==> config.mk <==
export PLATFORM = sky130hd
export DESIGN_NAME = pipe_skid_stage
export DESIGN_NICKNAME = d
export VERILOG_FILES = /design/src/rtl/pipe_skid_stage.sv
export SDC_FILE = /design/constraint.sdc
export NUM_CORES = 1
export LEC_CHECK = 0
export CORE_UTILIZATION = 39
export CTS_CLUSTER_SIZE = 12
export DETAILED_ROUTE_END_ITERATION = 8
export PLACE_DENSITY_LB_ADDON = 0.1
export SETUP_SLACK_MARGIN = 0.1
export SYNTH_ARGS = -nofsm -noshare
export SYNTH_HDL_FRONTEND = slang
export SYNTH_SLANG_ARGS = --single-unit
==> constraint.sdc <==
create_clock -name clk_i -period 5.2 [get_ports clk_i]
set_input_delay 1.56 -clock clk_i [delete_from_list [all_inputs] [get_ports clk_i]]
set_output_delay 1.56 -clock clk_i [all_outputs]
set_load 0.05 [all_outputs]
==> src/rtl/pipe_skid_stage.sv <==
// Two-entry skid buffer (MAIN + SKID) for a pipeline stage payload; ready never depends on out_ready_i.
// Optional synchronous flush_i input when PIPE_FLUSH_EN is defined.
module pipe_skid_stage #(
  parameter int DATA_W = 32,
  parameter int CTRL_W = 4,
  parameter int ADDR_W = 5
) (
  input  logic              clk_i,
  input  logic              rst_i,
  input  logic              start_i,
`ifdef PIPE_FLUSH_EN
  input  logic              flush_i,
`endif
  input  logic              in_valid_i,
  output logic              in_ready_o,
  input  logic [CTRL_W-1:0] ctrl_i,
  input  logic [ADDR_W-1:0] rd_addr_i,
  input  logic [DATA_W-1:0] res_i,
  input  logic [DATA_W-1:0] sdata_i,
  output logic              out_valid_o,
  input  logic              out_ready_i,
  output logic [CTRL_W-1:0] ctrl_o,
  output logic [ADDR_W-1:0] rd_addr_o,
  output logic [DATA_W-1:0] res_o,
  output logic [DATA_W-1:0] sdata_o,
  output logic [1:0]        occ_o
);

  localparam int PAY_W = CTRL_W + ADDR_W + 2 * DATA_W;

  typedef enum logic [1:0] {
    EMPTY = 2'd0,
    ONE   = 2'd1,
    FULL  = 2'd2
  } state_t;

  state_t             state_reg;
  logic [PAY_W-1:0]   main_reg;
  logic [PAY_W-1:0]   skid_reg;
  logic [PAY_W-1:0]   in_data;
  logic               accept;
  logic               emit;

  assign in_data = {ctrl_i, rd_addr_i, res_i, sdata_i};

  // Ready is also held low during reset so every output reads zero then.
  assign in_ready_o  = start_i & ~rst_i & (state_reg != FULL);
  assign out_valid_o = start_i & (state_reg != EMPTY);
  assign accept      = in_valid_i & in_ready_o;
  assign emit        = out_valid_o & out_ready_i;

  assign ctrl_o    = out_valid_o ? main_reg[PAY_W-1 -: CTRL_W] : '0;
  assign rd_addr_o = main_reg[2*DATA_W +: ADDR_W];
  assign res_o     = main_reg[DATA_W +: DATA_W];
  assign sdata_o   = main_reg[0 +: DATA_W];
  assign occ_o     = state_reg;

  always_ff @(posedge clk_i or posedge rst_i) begin
    if (rst_i) begin
      state_reg <= EMPTY;
      main_reg  <= '0;
      skid_reg  <= '0;
`ifdef PIPE_FLUSH_EN
    end else if (flush_i) begin
      state_reg <= EMPTY;
`endif
    end else begin
      case (state_reg)
        EMPTY: begin
          if (accept) begin
            main_reg  <= in_data;
            state_reg <= ONE;
          end
        end
        ONE: begin
          if (accept && emit) begin
            main_reg <= in_data;
          end else if (accept) begin
            skid_reg  <= in_data;
            state_reg <= FULL;
          end else if (emit) begin
            state_reg <= EMPTY;
          end
        end
        FULL: begin
          if (emit) begin
            main_reg  <= skid_reg;
            state_reg <= ONE;
          end
        end
        default: state_reg <= EMPTY;
      endcase
    end
  end

endmodule

# Word level (Yosys, flattened, before mapping)
# Index checks and enable logic that the tools add are counted.
# totals
output_inout_bits	77
mem_count	0
input_bits	78
mem_bits_rw	0
word_cells	36
mem_bits_ro	0
ff_bits	148
latchBits	0
# op_classes
mux	11
n_mul	0
n_eq_ne	8
n_reduce_logical	7
bitwise	7
addsub	0
div	0
order_cmp	0
n_shift	0
# ops
operator	count
$mux W73	3
$pmux W73 S3	1
$mux W2	5
$ne A2 B2 Y1 const B	5
$reduce_and A4 Y1	2
$pmux W2 S3	1
$and A1 B1 Y1	5
$mux W4	1
$ne A3 B3 Y1 const B	1
$reduce_and A3 Y1	1
$reduce_bool A3 Y1	1
$eq A2 B1 Y1 const B	1
$eq A2 B2 Y1 const B	1
$logic_not A2 Y1	1
$not A1 Y1	2
$reduce_bool A2 Y1	1
$logic_and A1 B1 Y1	1

# Logic depth before layout (Yosys ltp)
# logic_depth
word_depth	7
mapped_depth	7

# Worst setup path after synthesis
# Ideal clock, no wire load.
# synth_path
path_type	input port to flip-flop
startpoint	input port rst_i
endpoint	register skid_reg[0]
setup_time_ps	125
t_required_ps	5075
path_stages	5
slack_ps	-722
t_arrival_ps	5797
cell_sequence	inv_1 > nand3_1 > buf_6 > buf_6 > mux2_4
# synth_between
elab_chain_len	7
# synth_rtl
element	line	text
from (decl)	9	input logic rst_i,
$not A1 Y1 (*)	47	assign in_ready_o = start_i & ~rst_i & (state_reg != FULL);
$and A1 B1 Y1 (*) (2 in a row)	47	
$and A1 B1 Y1 (*)	49	assign accept = in_valid_i & in_ready_o;
$logic_and A1 B1 Y1	76	if (accept && emit) begin
$not A1 Y1 (no line)	-	
$reduce_and A3 Y1 (no line) (*)	-	
to (signal assigned)	79	skid_reg <= in_data;
to (decl)	39	logic [PAY_W-1:0] skid_reg;
# Mark *: on every way between the ends. The rest lies on a longest branch, timed or not.
# A chain may end at the register's enable or synchronous reset.

# Final worst setup path
# layout_path
startpoint	input port rst_i
endpoint	output port in_ready_o
# layout_between
elab_chain_len	3
# layout_rtl
element	line	text
$not A1 Y1	47	
$and A1 B1 Y1 (2 in a row)	47	
to (decl)	15	output logic in_ready_o,
# Every way passes these cells.

==> flow_summary.yaml <==
power_and_ir_drop:
  swShare: 0.3699
  sequentialPowerShare: 0.367
  power_density_mw_per_mm2: 593.7
  p_int_mw: 3.292
  vdd_drop_max_uv: 319.3
  power_frac_comb: 0.393
  power.leakage_nw: 3.921
  p_clk_frac: 0.240
  p_sw_mw: 1.932
synth:
  syn_inst: 566
  synth_xor_area_frac: 0
  ys_seq_elements: 148
  yosys.area_share.simple: 0.05335
  avgSynthCellArea_um2: 12.43
  yosys_warnings: 0
  syn-cell-area_mm2: 0.007035
  yosysSeqAreaShare: 0.5264
  synthMuxAreaShare: 0.2522
  yosys.area_share.adder: 0
  synth-compound-area-share: 0.05726
  synth_nets: 644
  synth_edf_count: 0
  synth_flop_cell: "dfrtp_1"
  synth_top_family_by_area: "multiplexers"
  synth_cell_types: 25
  async_flop_share: 1.000
placed_design:
  hpwl_um: 8712
  gp_congestion: 0.6926
  io_buffers: 154
  pre_cts_slack_ns: 0.4924
clock_tree:
  holdBufCountCts: 0
  clk_pin_slew_ns: 0.06
  ctsResizeCount: 0
  cts_root_buf: "clkbuf_16"
  cts.sinks: 148
  clk_latency_ns: 0.41
  htreeDepth: 4
  cts_tree: "built"
  cts_buffers: 17
  post_cts.repair.setup_buffers: 0
  clock_path_buffers: 2
cells_and_area:
  antenna_cells: 0
  drive_above_1_share: 0.1854
  area_delta_synth_final_pct: 25.08
  fin_nets: 723
  n_fill_cell: 1547
timing:
  fmax_mhz: 213.1
  drv_slew: 0
  relSlewSlack: 0.3065
  worst_slack_ns: 0.5069
  fin_crit_ns: 4.693
  clock_skew_ns: 0.006782
  post-route-period-util: 0.9025
  final-setup-viol-count: 0
  fin_tns_setup_ns: 0
  rsz0062_at_grt: "no"
  tightest_slew_ns: 1.040
  finalHoldViolCount: 0
min_path:
  hold-path-endpoint: "main_reg[62]"
  min_path_cells: 2
  hold_class: "reg -> reg"
  worstHoldStart: "main_reg[62]"
worst_setup_path:
  slowest_delay_ns: 0.83
  reg2reg_to: "main_reg[0]"
  crit_fanout: 5
  r2r_cells: 5
  endpoint_kind: "output port"
  arrival_ns: 3.13
  crit_path_cell_trace: "clkdlybuf4s50_1 > nor3_1 > clkdlybuf4s50_1"
  cp-start-kind: "input port"
  path_common_cell: "clkdlybuf4s50_1"
  reg2reg_from: "occ_o[1]"
  cp_slowest_cell: "clkdlybuf4s50_1"
  required_ns: 3.64
  rrSetupSlack_ns: 2.72
  path_class: "in -> out"
detailed_routing:
  via_count: 4133
  drc: 0
  wire_per_inst_um: 15.79
  ant_nets: 0
  first_pass_iters: 4
  vias_per_cell: 4.681
  routed_wirelength_um: 13940
  drt_first_iter_violations: 106
global_routing:
  grt_max_degree: 95
  grt_pass1_vias: 4335
  antenna_found_initial: 0
  grt_pass1_wl_um: 22590
  grt_overflow: 0
  grt_usage: 0.1593
die:
  rows: 48
  initial_utilization: 0.4026
  fp.dieH_um: 136.3
  ioPinCount: 155
  coreArea_mm2: 0.01748
  dieArea_mm2: 0.01858
  die_w_um: 136.3
run:
  maxCapViolCount: 0
run_status:
  outcome: "finished, final reports clean"
cell usage after synthesis (4+ instances only):
cell type  count  area (um^2)
mux2i_1       73        730.7
o21ai_0       61        305.3
mux2_4        59        885.9
and2_1         4        25.02
buf_2          9        45.04
clkbuf_1       4        15.01
buf_4         72        540.5
dfrtp_1      148         3704
nand2_1       76        285.3
o21ai_1       14        70.07
buf_6         12        135.1
mux2_2        14        157.7
power by group through the flow:
stage / Clock (mW) / Combinational (mW) / Sequential (mW)
floorplan: 0 / 1.78 / 1.86
finish: 1.25 / 2.05 / 1.92
detailed placement: 0 / 2.07 / 1.93
global route: 1.33 / 2.18 / 1.98
global placement: 0 / 2.05 / 1.92
CTS: 1.29 / 2.07 / 1.92
final cells by class:
| cell class | count | area (um^2) | area share |
|---|---|---|---|
| Sequential cell | 148 | 3704 | 0.4209 |
| Clock inverter | 12 | 155.1 | 0.01763 |
| Multi-Input combinational cell | 313 | 2586 | 0.2939 |
| Clock buffer | 20 | 456.7 | 0.05190 |
| Tap cell | 225 | 281.5 | 0.03199 |
| Inverter | 3 | 15.01 | 0.001706 |
| Timing Repair Buffer | 162 | 1602 | 0.1820 |
cell usage in the layout, fill, tap and decap left out, types with 6 or more instances in the layout:
cell type	count
mux2_2	14
clkinvlp_4	6
clkdlybuf4s50_1	149
mux2_4	59
clkbuf_16	17
buf_4	12
o21ai_0	61
dfrtp_1	148
mux2i_1	73
o21ai_1	14
nand2_1	76
worst max-delay path by stage:
stage	startpoint	endpoint	slack (ns)	cells past startpoint
2_1_floorplan	rst_i	skid_reg[0]	0.39	5
3_3_place_gp	rst_i	in_ready_o	0.52	3
3_5_place_dp	rst_i	in_ready_o	0.49	3
4_1_cts	rst_i	in_ready_o	0.49	3
5_1_grt	rst_i	in_ready_o	0.46	3
6_report	rst_i	in_ready_o	0.51	3
critical path, delay by kind of cell:
family / cells / cell delay, ns
buffers and inverters: 2 / 1.35
AND/OR/NAND/NOR: 1 / 0.23
layer usage:
layer | vias up | track usage | part of all wire
li1 | 2008 | - | -
met1 | 2019 | 0.2053 | 0.46
met2 | 93 | 0.2532 | 0.47
met3 | 13 | 0.04884 | 0.055
met4 | 0 | 0.05370 | 0.011
met5 | - | 0 | 0
cells by family (layout without fill, tap and decap cells):
group	count (synthesis)	count (layout)
AOI/OAI and AO/OA	79	79
buffers and inverters	105	197
DFF	148	148
muxes	146	146
and+or+nand+nor	88	88
stage by stage:
| stage | cells | util | cell area [um^2] | total power, mW | hold WS (ns) |
|---|---|---|---|---|---|
| 2_1_floorplan | 566 | - | 7039 | 3.644 | 0.4418 |
| 3_3_place_gp | 851 | 0.4685 | 8188 | 3.964 | 0.4620 |
| 3_5_place_dp | 851 | 0.4685 | 8188 | 4.002 | 0.4718 |
| 4_1_cts | 883 | 0.5035 | 8800 | 5.286 | 0.4853 |
| 5_1_grt | 883 | 0.5035 | 8800 | 5.496 | 0.5021 |
| 6_report | 883 | 0.5035 | 8800 | 5.224 | 0.4780 |
(Power assumes the default switching activity.)
